**config.mk**
```make
export PLATFORM = sky130hd
export DESIGN_NAME = mem_port_arbiter_flat
export DESIGN_NICKNAME = d
export VERILOG_FILES = /design/src/rtl/mem_port_arbiter_pkg.sv /design/src/rtl/mem_port_arbiter_if.sv /design/src/rtl/mem_port_arbiter_pick.sv /design/src/rtl/mem_port_arbiter.sv /design/src/flat_wrapper.sv
export SDC_FILE = /design/constraint.sdc
export NUM_CORES = 1
export LEC_CHECK = 0
export BUFFER_PORTS_ARGS = -buffer_cell sky130_fd_sc_hd__buf_2
export CAP_MARGIN = 0
export CORE_ASPECT_RATIO = 0.75
export CORE_MARGIN = 2
export CORE_UTILIZATION = 46
export DETAILED_ROUTE_END_ITERATION = 6
export PLACE_DENSITY = 0.77
export SETUP_SLACK_MARGIN = 0.5
export SLEW_MARGIN = 10
export SYNTH_ARGS = -nofsm -noshare
export SYNTH_HDL_FRONTEND = slang
export SYNTH_HIERARCHICAL = 1
export SYNTH_SLANG_ARGS = --single-unit
```
**constraint.sdc**
```tcl
create_clock -name CLK -period 5.2 [get_ports CLK]
set_input_delay 0.78 -clock CLK [delete_from_list [all_inputs] [get_ports CLK]]
set_output_delay 0.78 -clock CLK [all_outputs]
set_load 0.02 [all_outputs]
```
**src/rtl/mem_port_arbiter_pkg.sv**
```systemverilog
// mem_port_arbiter_pkg
// Shared definitions for the IF / load-store memory port arbiter:
//   - FSM state encoding (IDLE, ISSUE, WAIT, DONE)
//   - owner encoding (OWN_IF, OWN_D)
//   - default parameter values
//   - cnt_w(): width of a counter that must hold 0..maxval
package mem_port_arbiter_pkg;

  localparam logic [1:0] ST_IDLE  = 2'd0;
  localparam logic [1:0] ST_ISSUE = 2'd1;
  localparam logic [1:0] ST_WAIT  = 2'd2;
  localparam logic [1:0] ST_DONE  = 2'd3;

  localparam logic OWN_IF = 1'b0;
  localparam logic OWN_D  = 1'b1;

  localparam int AW_DEF         = 32;
  localparam int DW_DEF         = 32;
  localparam int MEM_LAT_DEF    = 2;
  localparam int STARVE_MAX_DEF = 4;

  function automatic int cnt_w(input int maxval);
    return (maxval < 1) ? 1 : $clog2(maxval + 1);
  endfunction

endpackage

```
**src/rtl/mem_port_arbiter_if.sv**
```systemverilog
// mem_port_arbiter_if
// Bundles the two requester handshakes, the memory macro port and busy.
//   slave  : the arbiter side (takes requests and mem_rdata, drives the rest)
//   master : the environment side (the CPU requesters plus the memory model)
// Parameters: AW address width, DW data width.
interface mem_port_arbiter_if
  import mem_port_arbiter_pkg::*;
#(
  parameter int AW = AW_DEF,
  parameter int DW = DW_DEF
);
  // instruction-fetch requester
  logic          if_req;
  logic [AW-1:0] if_addr;
  logic          if_gnt;
  logic          if_done;
  logic [DW-1:0] if_rdata;
  // load/store requester
  logic          d_req;
  logic          d_we;
  logic [AW-1:0] d_addr;
  logic [DW-1:0] d_wdata;
  logic          d_gnt;
  logic          d_done;
  logic [DW-1:0] d_rdata;
  // memory macro
  logic          mem_en;
  logic          mem_we;
  logic [AW-1:0] mem_addr;
  logic [DW-1:0] mem_wdata;
  logic [DW-1:0] mem_rdata;
  // status
  logic          busy;

  modport slave (
    input  if_req, if_addr, d_req, d_we, d_addr, d_wdata, mem_rdata,
    output if_gnt, if_done, if_rdata, d_gnt, d_done, d_rdata,
           mem_en, mem_we, mem_addr, mem_wdata, busy
  );

  modport master (
    output if_req, if_addr, d_req, d_we, d_addr, d_wdata, mem_rdata,
    input  if_gnt, if_done, if_rdata, d_gnt, d_done, d_rdata,
           mem_en, mem_we, mem_addr, mem_wdata, busy
  );

endinterface

```
**src/rtl/mem_port_arbiter_pick.sv**
```systemverilog
// mem_arb_pick
// Combinational winner select between the IF and D requesters.
// Build option ARB_RR_EN:
//   undefined : fixed priority, D wins a tie unless the starvation counter
//               has reached STARVE_MAX, then IF wins.
//   defined   : round-robin, a tie goes to the requester that did not own
//               the previous transfer; the starvation input is removed.
// Ports:
//   i_if_req, i_d_req  request lines
//   i_last_owner       owner of the most recent grant (OWN_IF / OWN_D)
//   i_starve_cnt       consecutive D grants with IF waiting (fixed priority only)
//   o_any              at least one request present
//   o_winner           selected owner, meaningful only when o_any=1
module mem_arb_pick
  import mem_port_arbiter_pkg::*;
#(
  parameter int STARVE_MAX = STARVE_MAX_DEF,
  parameter int SW         = cnt_w(STARVE_MAX_DEF)
)(
  input  logic          i_if_req,
  input  logic          i_d_req,
  input  logic          i_last_owner,
`ifndef ARB_RR_EN
  input  logic [SW-1:0] i_starve_cnt,
`endif
  output logic          o_any,
  output logic          o_winner
);

  assign o_any = i_if_req | i_d_req;

`ifdef ARB_RR_EN
  always_comb begin
    o_winner = OWN_D;
    if (i_if_req && i_d_req) begin
      o_winner = ~i_last_owner;
    end else if (i_if_req) begin
      o_winner = OWN_IF;
    end
  end
`else
  // Last owner only matters for round-robin.
  logic w_unused_last;
  assign w_unused_last = i_last_owner;

  always_comb begin
    o_winner = OWN_D;
    if (i_if_req && i_d_req) begin
      o_winner = (i_starve_cnt == SW'(STARVE_MAX)) ? OWN_IF : OWN_D;
    end else if (i_if_req) begin
      o_winner = OWN_IF;
    end
  end
`endif

endmodule

```
**src/rtl/mem_port_arbiter.sv**
```systemverilog
// mem_port_arbiter
// Shares one single-port memory between the instruction-fetch path (IF) and
// the load/store path (D) of a multicycle CPU. Each transfer walks
// IDLE -> ISSUE -> WAIT (MEM_LAT cycles) -> DONE -> IDLE.
//   IDLE  : arbitrate; winner's gnt is combinational, request is latched.
//   ISSUE : mem_en for exactly one cycle.
//   WAIT  : count MEM_LAT; mem_rdata captured on the last WAIT cycle.
//   DONE  : owner's done pulse.
// Ports:
//   CLK  clock, rising edge
//   RST  asynchronous active-high reset (abandons any transfer in flight)
//   bus  mem_port_arbiter_if.slave: IF/D handshakes, memory port, busy
// Parameters: AW, DW, MEM_LAT (>=1), STARVE_MAX.
// Build option ARB_RR_EN: round-robin tie-break instead of fixed priority
// with starvation guard (see mem_arb_pick).
module mem_port_arbiter
  import mem_port_arbiter_pkg::*;
#(
  parameter int AW         = AW_DEF,
  parameter int DW         = DW_DEF,
  parameter int MEM_LAT    = MEM_LAT_DEF,
  parameter int STARVE_MAX = STARVE_MAX_DEF
)(
  input  logic                CLK,
  input  logic                RST,
  mem_port_arbiter_if.slave   bus
);

  localparam int CW = cnt_w(MEM_LAT);
  localparam int SW = cnt_w(STARVE_MAX);

  logic [1:0]    r_state;
  logic          r_own;
  logic          r_we;
  logic [AW-1:0] r_addr;
  logic [DW-1:0] r_wdata;
  logic [CW-1:0] r_cnt;
  logic [DW-1:0] r_if_rdata;
  logic [DW-1:0] r_d_rdata;
  logic          r_last_owner;

  logic          w_any;
  logic          w_winner;
  logic          w_arb;

`ifndef ARB_RR_EN
  logic [SW-1:0] r_starve;
`endif

  mem_arb_pick #(
    .STARVE_MAX (STARVE_MAX),
    .SW         (SW)
  ) u_pick (
    .i_if_req     (bus.if_req),
    .i_d_req      (bus.d_req),
    .i_last_owner (r_last_owner),
`ifndef ARB_RR_EN
    .i_starve_cnt (r_starve),
`endif
    .o_any        (w_any),
    .o_winner     (w_winner)
  );

  // A grant happens only in IDLE; masked by RST so every output is 0 while
  // reset is held, even with requests pending.
  assign w_arb = (r_state == ST_IDLE) & w_any & ~RST;

  assign bus.if_gnt    = w_arb & (w_winner == OWN_IF);
  assign bus.d_gnt     = w_arb & (w_winner == OWN_D);
  assign bus.mem_en    = (r_state == ST_ISSUE);
  assign bus.mem_we    = (r_state == ST_ISSUE) & r_we;
  assign bus.mem_addr  = r_addr;
  assign bus.mem_wdata = r_wdata;
  assign bus.if_done   = (r_state == ST_DONE) & (r_own == OWN_IF);
  assign bus.d_done    = (r_state == ST_DONE) & (r_own == OWN_D);
  assign bus.if_rdata  = r_if_rdata;
  assign bus.d_rdata   = r_d_rdata;
  assign bus.busy      = (r_state != ST_IDLE);

  always_ff @(posedge CLK or posedge RST) begin
    if (RST) begin
      r_state      <= ST_IDLE;
      r_own        <= OWN_IF;
      r_we         <= 1'b0;
      r_addr       <= '0;
      r_wdata      <= '0;
      r_cnt        <= '0;
      r_if_rdata   <= '0;
      r_d_rdata    <= '0;
      r_last_owner <= OWN_IF;
    end else begin
      case (r_state)
        ST_IDLE: begin
          if (w_arb) begin
            r_own        <= w_winner;
            r_last_owner <= w_winner;
            if (w_winner == OWN_D) begin
              r_we    <= bus.d_we;
              r_addr  <= bus.d_addr;
              r_wdata <= bus.d_wdata;
            end else begin
              // Fetches never write; wdata keeps its last value.
              r_we    <= 1'b0;
              r_addr  <= bus.if_addr;
            end
            r_state <= ST_ISSUE;
          end
        end
        ST_ISSUE: begin
          r_cnt   <= CW'(MEM_LAT);
          r_state <= ST_WAIT;
        end
        ST_WAIT: begin
          // Count 1 marks cycle issue+MEM_LAT, where mem_rdata is valid.
          if (r_cnt == CW'(1)) begin
            if (r_own == OWN_IF) begin
              r_if_rdata <= bus.mem_rdata;
            end else if (!r_we) begin
              r_d_rdata  <= bus.mem_rdata;
            end
            r_state <= ST_DONE;
          end else begin
            r_cnt <= r_cnt - CW'(1);
          end
        end
        ST_DONE: begin
          r_state <= ST_IDLE;
        end
        default: begin
          r_state <= ST_IDLE;
        end
      endcase
    end
  end

`ifndef ARB_RR_EN
  // Consecutive D grants taken while IF was waiting; saturates at
  // STARVE_MAX, which forces the next tie to IF.
  always_ff @(posedge CLK or posedge RST) begin
    if (RST) begin
      r_starve <= '0;
    end else if (w_arb) begin
      if (w_winner == OWN_IF) begin
        r_starve <= '0;
      end else if (bus.if_req && (r_starve != SW'(STARVE_MAX))) begin
        r_starve <= r_starve + SW'(1);
      end
    end
  end
`endif

endmodule

```
**src/flat_wrapper.sv**
```systemverilog
// flat-port wrapper written by rule: the top's interface ports become plain ports
module mem_port_arbiter_flat import mem_port_arbiter_pkg::*;
#(
  parameter int AW         = AW_DEF,
  parameter int DW         = DW_DEF,
  parameter int MEM_LAT    = MEM_LAT_DEF,
  parameter int STARVE_MAX = STARVE_MAX_DEF
)
  (CLK, RST, bus_if_req, bus_if_addr, bus_d_req, bus_d_we, bus_d_addr, bus_d_wdata, bus_mem_rdata, bus_if_gnt, bus_if_done, bus_if_rdata, bus_d_gnt, bus_d_done, bus_d_rdata, bus_mem_en, bus_mem_we, bus_mem_addr, bus_mem_wdata, bus_busy);
  mem_port_arbiter_if #(.AW(AW), .DW(DW)) bus_i ();
  input  logic CLK;
  input  logic RST;
  input wire logic [$bits(bus_i.if_req)-1:0] bus_if_req;
  input wire logic [$bits(bus_i.if_addr)-1:0] bus_if_addr;
  input wire logic [$bits(bus_i.d_req)-1:0] bus_d_req;
  input wire logic [$bits(bus_i.d_we)-1:0] bus_d_we;
  input wire logic [$bits(bus_i.d_addr)-1:0] bus_d_addr;
  input wire logic [$bits(bus_i.d_wdata)-1:0] bus_d_wdata;
  input wire logic [$bits(bus_i.mem_rdata)-1:0] bus_mem_rdata;
  output wire logic [$bits(bus_i.if_gnt)-1:0] bus_if_gnt;
  output wire logic [$bits(bus_i.if_done)-1:0] bus_if_done;
  output wire logic [$bits(bus_i.if_rdata)-1:0] bus_if_rdata;
  output wire logic [$bits(bus_i.d_gnt)-1:0] bus_d_gnt;
  output wire logic [$bits(bus_i.d_done)-1:0] bus_d_done;
  output wire logic [$bits(bus_i.d_rdata)-1:0] bus_d_rdata;
  output wire logic [$bits(bus_i.mem_en)-1:0] bus_mem_en;
  output wire logic [$bits(bus_i.mem_we)-1:0] bus_mem_we;
  output wire logic [$bits(bus_i.mem_addr)-1:0] bus_mem_addr;
  output wire logic [$bits(bus_i.mem_wdata)-1:0] bus_mem_wdata;
  output wire logic [$bits(bus_i.busy)-1:0] bus_busy;
  assign bus_i.if_req = bus_if_req;
  assign bus_i.if_addr = bus_if_addr;
  assign bus_i.d_req = bus_d_req;
  assign bus_i.d_we = bus_d_we;
  assign bus_i.d_addr = bus_d_addr;
  assign bus_i.d_wdata = bus_d_wdata;
  assign bus_i.mem_rdata = bus_mem_rdata;
  assign bus_if_gnt = bus_i.if_gnt;
  assign bus_if_done = bus_i.if_done;
  assign bus_if_rdata = bus_i.if_rdata;
  assign bus_d_gnt = bus_i.d_gnt;
  assign bus_d_done = bus_i.d_done;
  assign bus_d_rdata = bus_i.d_rdata;
  assign bus_mem_en = bus_i.mem_en;
  assign bus_mem_we = bus_i.mem_we;
  assign bus_mem_addr = bus_i.mem_addr;
  assign bus_mem_wdata = bus_i.mem_wdata;
  assign bus_busy = bus_i.busy;
  mem_port_arbiter #(.AW(AW), .DW(DW), .MEM_LAT(MEM_LAT), .STARVE_MAX(STARVE_MAX)) u_core (.CLK(CLK), .RST(RST), .bus(bus_i));
endmodule
```
==> reports/qor.txt, run 1 <==
Yosys top cell area share - 0.610
first-pass GRT wire length - 21300 um
number of diodes - 0
setup bufs post-CTS - 0
top post-synthesis cells by count - dfrtp_1 (137), mux2_2 (93), nand2_1 (34)
Hold WS - 0.472 ns
DR vias - 4093
asr flop ratio synth - 1.00
Crit-path slowest cell - nor2_8
Yosys reg bits - 137
CTS Root Cell - clkbuf_16
startpoint types - flop
CTS tree - done
Die Span X - 132 um
clk sink count - 137
routed len/inst - 15.7 um
Final Cycle Share - 0.673
reg-to-reg critical path startpoint - u_core/r_state[0]$_DFFE_PP0P_
clk_lat worst skew - 0.41 ns
DRT Pass-1 Iters - 4
Slew headroom - 0.206
clk slew on worst S/H paths - 0.06 ns
cts bufs inserted - 17
Fin. Hold Viols - 0
Reg area - 3430 sq um
Distinct cells, synth - 35
Total Neg Setup Slack - 0 ns
delay of the slowest critical-path stage - 0.68 ns
peak supply drop - 0.367 mV
register area share after synthesis - 0.610
GR Overflow Total - 0
leading cell type by number of instances after synthesis - dfrtp_1
Total Power - 5180 uW
Post-synth EDFFs - 0
final slew viol count - 0
Layout fillers - 942
outcome - finished clean
CP cell instances - inv_1 > ha_1 > nand3b_4 > nor2_8 > buf_2
DRC viols - 0
die span in y - 99.8 um
Post-Route WL - 13200 um
Mapped Cells - 399
area of the multi-input gates - 2050 sq um
reg2reg end - u_core/bus.d_rdata[27]$_DFFE_PP0P_
Initial Util - 0.479
dpl hpwl - 9640 um
crit path from - u_core/r_state[0]$_DFFE_PP0P_
Synth Area per Inst - 14.1 sq um
WP data required - 4.42 ns
crit-path max FO - 70
Hold Path End - u_core/bus.mem_addr[26]$_DFFE_PP0P_
H-tree levels - 4
Synth warnings - 6
Worst Reg2Reg Path Length in Cells - 4
Slew @ Worst Pin - 1.19 ns
worst min path class - flop to flop
most common flop cell mapped by yosys - dfrtp_1
antenna viol nets, final - 0
largest net degree at the start of global routing - 96
Period minus WS final - 3.50 ns
CTS Hold Bufs - 0
PwrDens - 674 nW/um^2
CP Capture Type - output pin
die footprint - 13100 sq um
setup skew after layout - 0.00840 ns
vias per inst - 4.86
clk buf depth - 2
kind of critical path - flop to output pin
area delta synth->final - 36.8%
Nets - 808
gp weighted congestion - 0.796
Worst EP arrival - 2.72 ns
Core ar. - 11700 sq um
PortBufs - 267
drt initial violations - 115
Leakage - 0.00404 uW
Reg2Reg Setup Slack - 2.62 ns
post-cts sizing count - 0
hold path depth - 2
Mapped Area - 5620 sq um
vias in the first global route - 4351
Syn Nets - 539
Synth area leader - dfrtp_1
final setup vio count - 0
# rows - 34
RSZ-0062 raised after global routing - false
achievable frequency - 0.286 GHz
share of cells above drive strength 1 - 0.587
Top-Level Pins - 268
top post-synthesis cells by area - dfrtp_1 (61%), mux2_2 (19%), mux2i_1 (5.9%)
GRT Overall Usage - 0.207
Hold Path Origin - u_core/bus.mem_addr[26]$_DFFE_PP0P_
initial antenna violation count - 0
max-cap violations - 0
-- critical path: cells and delay by family, from the launching register on --
kind                       cells  cell delay, ns
buffers and inverters          2            0.37
and+or+nand+nor                2            1.22
DFF                            1            0.41
adders and majority gates      1            0.29
-- power breakdown --
| part | total, uW | internal (uW) | switching, uW |
|---|---|---|---|
| Sequential | 1880 | 1600 | 278 |
| Combinational | 2070 | 830 | 1240 |
| Clock | 1230 | 772 | 462 |
| Total | 5180 | 3200 | 1980 |
-- worst max-delay path by stage --
stage / slack, ns / end
after CTS: 1.66 / bus_d_gnt
after global routing: 1.45 / bus_d_gnt
after global placement: 1.88 / bus_d_gnt
after floorplan: 0.75 / u_core/bus.d_rdata[0]$_DFFE_PP0P_
after detailed placement: 1.76 / bus_d_gnt
final: 1.70 / bus_d_gnt
-- registers in the layout, summed over array words and instances (netlist names) --
register	count
u_core/bus.d_rdata	32
u_core/bus.if_rdata	32
u_core/bus.mem_addr	32
u_core/bus.mem_wdata	32
u_core/r_starve	3
u_core/r_cnt	2
u_core/r_state	2
u_core/r_last_owner	1
u_core/r_we	1
-- metrics by stage --
| stage | worst slack (ns) | instance area (sq um) | util | cells |
|---|---|---|---|---|
| 3_5_place_dp | 1.76 | 7080 | 0.603 | 811 |
| 4_1_cts | 1.66 | 7690 | 0.655 | 843 |
| 6_report | 1.70 | 7690 | 0.655 | 843 |
| 3_3_place_gp | 1.88 | 7080 | 0.603 | 811 |
| 2_1_floorplan | 0.752 | 5620 | - | 399 |
| 5_1_grt | 1.45 | 7690 | 0.655 | 843 |
-- metal layers --
metal	track usage	wire, um	vias to the layer above
met3	0.0714	1070	27
li1	-	-	1941
met1	0.226	5100	1961
met4	0.0953	289	0
met2	0.367	6780	164
met5	0	0	-
-- kinds of logic after synthesis --
family,Yosys count,synth area share
buffers and inverters,29,0.0274
flip-flops,137,0.610
AND/OR/NAND/NOR,51,0.0490
multiplexers,130,0.253
adder cells (fa/ha/maj),7,0.0156
AO/OA/AOI/OAI,45,0.0454
-- placed cells by master (no fill, tap or decap), drive strengths merged, types with 4 or more instances in the layout --
master,count
buf,270
clkbuf,19
nand2,34
dfrtp,137
nor2,4
ha,7
mux2,97
o21ai,33
inv,13
mux2i,33
-- area by class of cell --
type,count,share of cell area
clock buffers,19,0.0576
clock inverters,13,0.0216
inverters,9,0.00504
multi-input cells,233,0.267
flip-flops and latches,137,0.446
well taps,162,0.0264
repair buffers,270,0.177
(Power assumes the default switching activity.)
==> run 2: changes to the inputs <==
--- a/config.mk
+++ b/config.mk
@@ -5,13 +5,14 @@
 export SDC_FILE = /design/constraint.sdc
 export NUM_CORES = 1
 export LEC_CHECK = 0
+export ABC_AREA = 1
 export BUFFER_PORTS_ARGS = -buffer_cell sky130_fd_sc_hd__buf_2
 export CAP_MARGIN = 0
 export CORE_ASPECT_RATIO = 0.75
 export CORE_MARGIN = 2
-export CORE_UTILIZATION = 46
+export CORE_UTILIZATION = 42
 export DETAILED_ROUTE_END_ITERATION = 6
-export PLACE_DENSITY = 0.77
+export PLACE_DENSITY = 0.74
 export SETUP_SLACK_MARGIN = 0.5
 export SLEW_MARGIN = 10
 export SYNTH_ARGS = -nofsm -noshare
==> constraint.sdc (replaced) <==
create_clock -name CLK -period 3.1 [get_ports CLK]
set_input_delay 0.465 -clock CLK [delete_from_list [all_inputs] [get_ports CLK]]
set_output_delay 0.465 -clock CLK [all_outputs]
set_load 0.02 [all_outputs]
==> reports/qor.txt, run 2 <==
vias in the first global route - 5127
Total Neg Setup Slack - 0 ns
Top-Level Pins - 268
Fin. Hold Viols - 0
final setup vio count - 0
pre-CTS WS - 0.798 ns
Placed Area - 7200 sq um
cts bufs inserted - 17
Mapped Cells - 696
vias per inst - 4.57
DR vias - 5239
die span in y - 106 um
Final Cycle Share - 0.769
most common flop cell mapped by yosys - dfrtp_1
Leakage - 0.00467 uW
# rows - 37
antenna viol nets, final - 0
clk slew on worst S/H paths - 0.06 ns
WP data required - 2.63 ns
CTS Root Cell - clkbuf_16
Hold WS - 0.255 ns
Mapped Area - 5790 sq um
DRT Pass-1 Iters - 5
setup bufs post-CTS - 0
asr flop ratio synth - 1.00
Slew @ Worst Pin - 1.05 ns
clk buf depth - 2
final slew viol count - 0
crit-path max FO - 34
kind of critical path - flop to output pin
leading cell type by number of instances after synthesis - nand2_1
first-pass GRT wire length - 24400 um
dpl hpwl - 10600 um
peak supply drop - 0.613 mV
Layout fillers - 1257
gp weighted congestion - 0.795
worst min path class - input pin to flop
Final Cell Area - 7870 sq um
Yosys reg bits - 137
initial antenna violation count - 0
GR Overflow Total - 0
Period minus WS final - 2.39 ns
post-cts sizing count - 0
CTS tree - done
routed len/inst - 13.2 um
Slew headroom - 0.295
clk_lat worst skew - 0.41 ns
Synth area leader - dfrtp_1
commonest cells after routing, fill and taps aside - nand2_1 (384), buf_2 (267), dfrtp_1 (137), o21ai_0 (63), inv_1 (48)
share of cells above drive strength 1 - 0.323
area delta synth->final - 35.9%
Worst EP arrival - 1.92 ns
Post-synth EDFFs - 0
Post-Route WL - 15100 um
PwrDens - 1070 nW/um^2
H-tree levels - 4
Synth Area per Inst - 8.31 sq um
max-cap violations - 0
setup skew after layout - 0.0124 ns
Yosys top cell area share - 0.593
largest net degree at the start of global routing - 72
drt initial violations - 212
top post-synthesis cells by count - nand2_1 (384), dfrtp_1 (137), o21ai_0 (63)
DRC viols - 0
final worst slack - 0.715 ns
clk sink count - 137
CP Capture Type - output pin
outcome - finished clean
Synth warnings - 6
most common cell after layout, fill and taps aside - nand2_1
PortBufs - 267
Nets - 1099
achievable frequency - 0.419 GHz
CTS Hold Bufs - 0
die footprint - 14700 sq um
startpoint types - flop
number of diodes - 0
top post-synthesis cells by area - dfrtp_1 (59%), nand2_1 (25%), o21ai_0 (5.4%)
Initial Util - 0.427
Core ar. - 13600 sq um
Distinct cells, synth - 22
register area share after synthesis - 0.593
Syn Nets - 836
GRT Overall Usage - 0.205
RSZ-0062 raised after global routing - false
Die Span X - 140 um
## run 2: cell types whose count changed in the layout (fill, tap and decap cells not counted), sizes merged, moves of 3 or more
cell,previous run,this run
o21ai,33,68
mux2,97,0
nor2,4,7
nand3,0,6
buf,270,274
nand2,34,387
mux2i,33,0
inv,13,54
## run 2: path summary, 6_finish.rpt
| path | slack, ns | end | from | depth (start not counted) |
|---|---|---|---|---|
| max | 0.71 | bus_d_gnt | u_core/r_starve[1]$_DFFE_PP0P_ | 7 |
| min | 0.25 | u_core/bus.mem_wdata[23]$_DFFE_PP0P_ | bus_d_wdata[23] | 3 |
| max reg2reg | 0.92 | u_core/bus.mem_wdata[18]$_DFFE_PP0P_ | u_core/r_state[1]$_DFFE_PP0P_ | 8 |
| min reg2reg | 0.47 | u_core/bus.mem_wdata[8]$_DFFE_PP0P_ | u_core/bus.mem_wdata[8]$_DFFE_PP0P_ | 2 |
| max in group asynchronous | 2.10 | u_core/bus.if_rdata[1]$_DFFE_PP0P_ | RST | 3 |
| min in group asynchronous | 0.37 | u_core/bus.mem_addr[26]$_DFFE_PP0P_ | RST | 3 |
## run 2: cell families (layout without fill, tap and decap cells)
group | Yosys count | in the layout | synth area share
AOI/OAI and AO/OA | 69 | 69 | 0.0601
adders and majority gates | 7 | 7 | 0.0151
buffers and inverters | 82 | 356 | 0.0644
DFF | 137 | 137 | 0.593
and+or+nand+nor | 401 | 402 | 0.268
## run 2: power by group
part / switching (uW) / internal (uW) / total (uW)
combinational: 2180 / 1080 / 3260
sequential: 444 / 2610 / 3050
clock: 774 / 1350 / 2130
## run 2: cell type report
| class | count | area [sq um] | share of cell area |
|---|---|---|---|
| timing repair buffer | 274 | 1400 | 0.178 |
| tap | 175 | 219 | 0.0278 |
| inverter | 51 | 199 | 0.0253 |
| sequential | 137 | 3430 | 0.436 |
| multi-input combinational | 478 | 1990 | 0.254 |
| clock inverter | 13 | 194 | 0.0247 |
| clock buffer | 18 | 429 | 0.0546 |
## run 2: critical path, cell delays in order (launching register included)
cell and delay (ns):
dfrtp_1 0.41, nor2_1 0.11, nand2_1 0.08, nand2_1 0.06
nand2_1 0.08, inv_2 0.43, nor2_4 0.14, buf_2 0.19
## run 2: metrics by stage
stage	power, uW	util	std cells
after floorplan	5100	-	696
after global placement	6230	0.531	1111
after detailed placement	6310	0.531	1111
after CTS	8480	0.577	1142
after global routing	8980	0.580	1146
final	8440	0.580	1146
## run 2: routing by layer
layer / up-vias / wire, um / global-route usage / part of all wire
met2: 167 / 6980 / 0.326 / 0.46
met4: 0 / 348 / 0.0866 / 0.023
li1: 2637 / - / - / -
met3: 28 / 811 / 0.0527 / 0.054
met1: 2407 / 6940 / 0.267 / 0.46
met5: - / 0 / 0 / 0
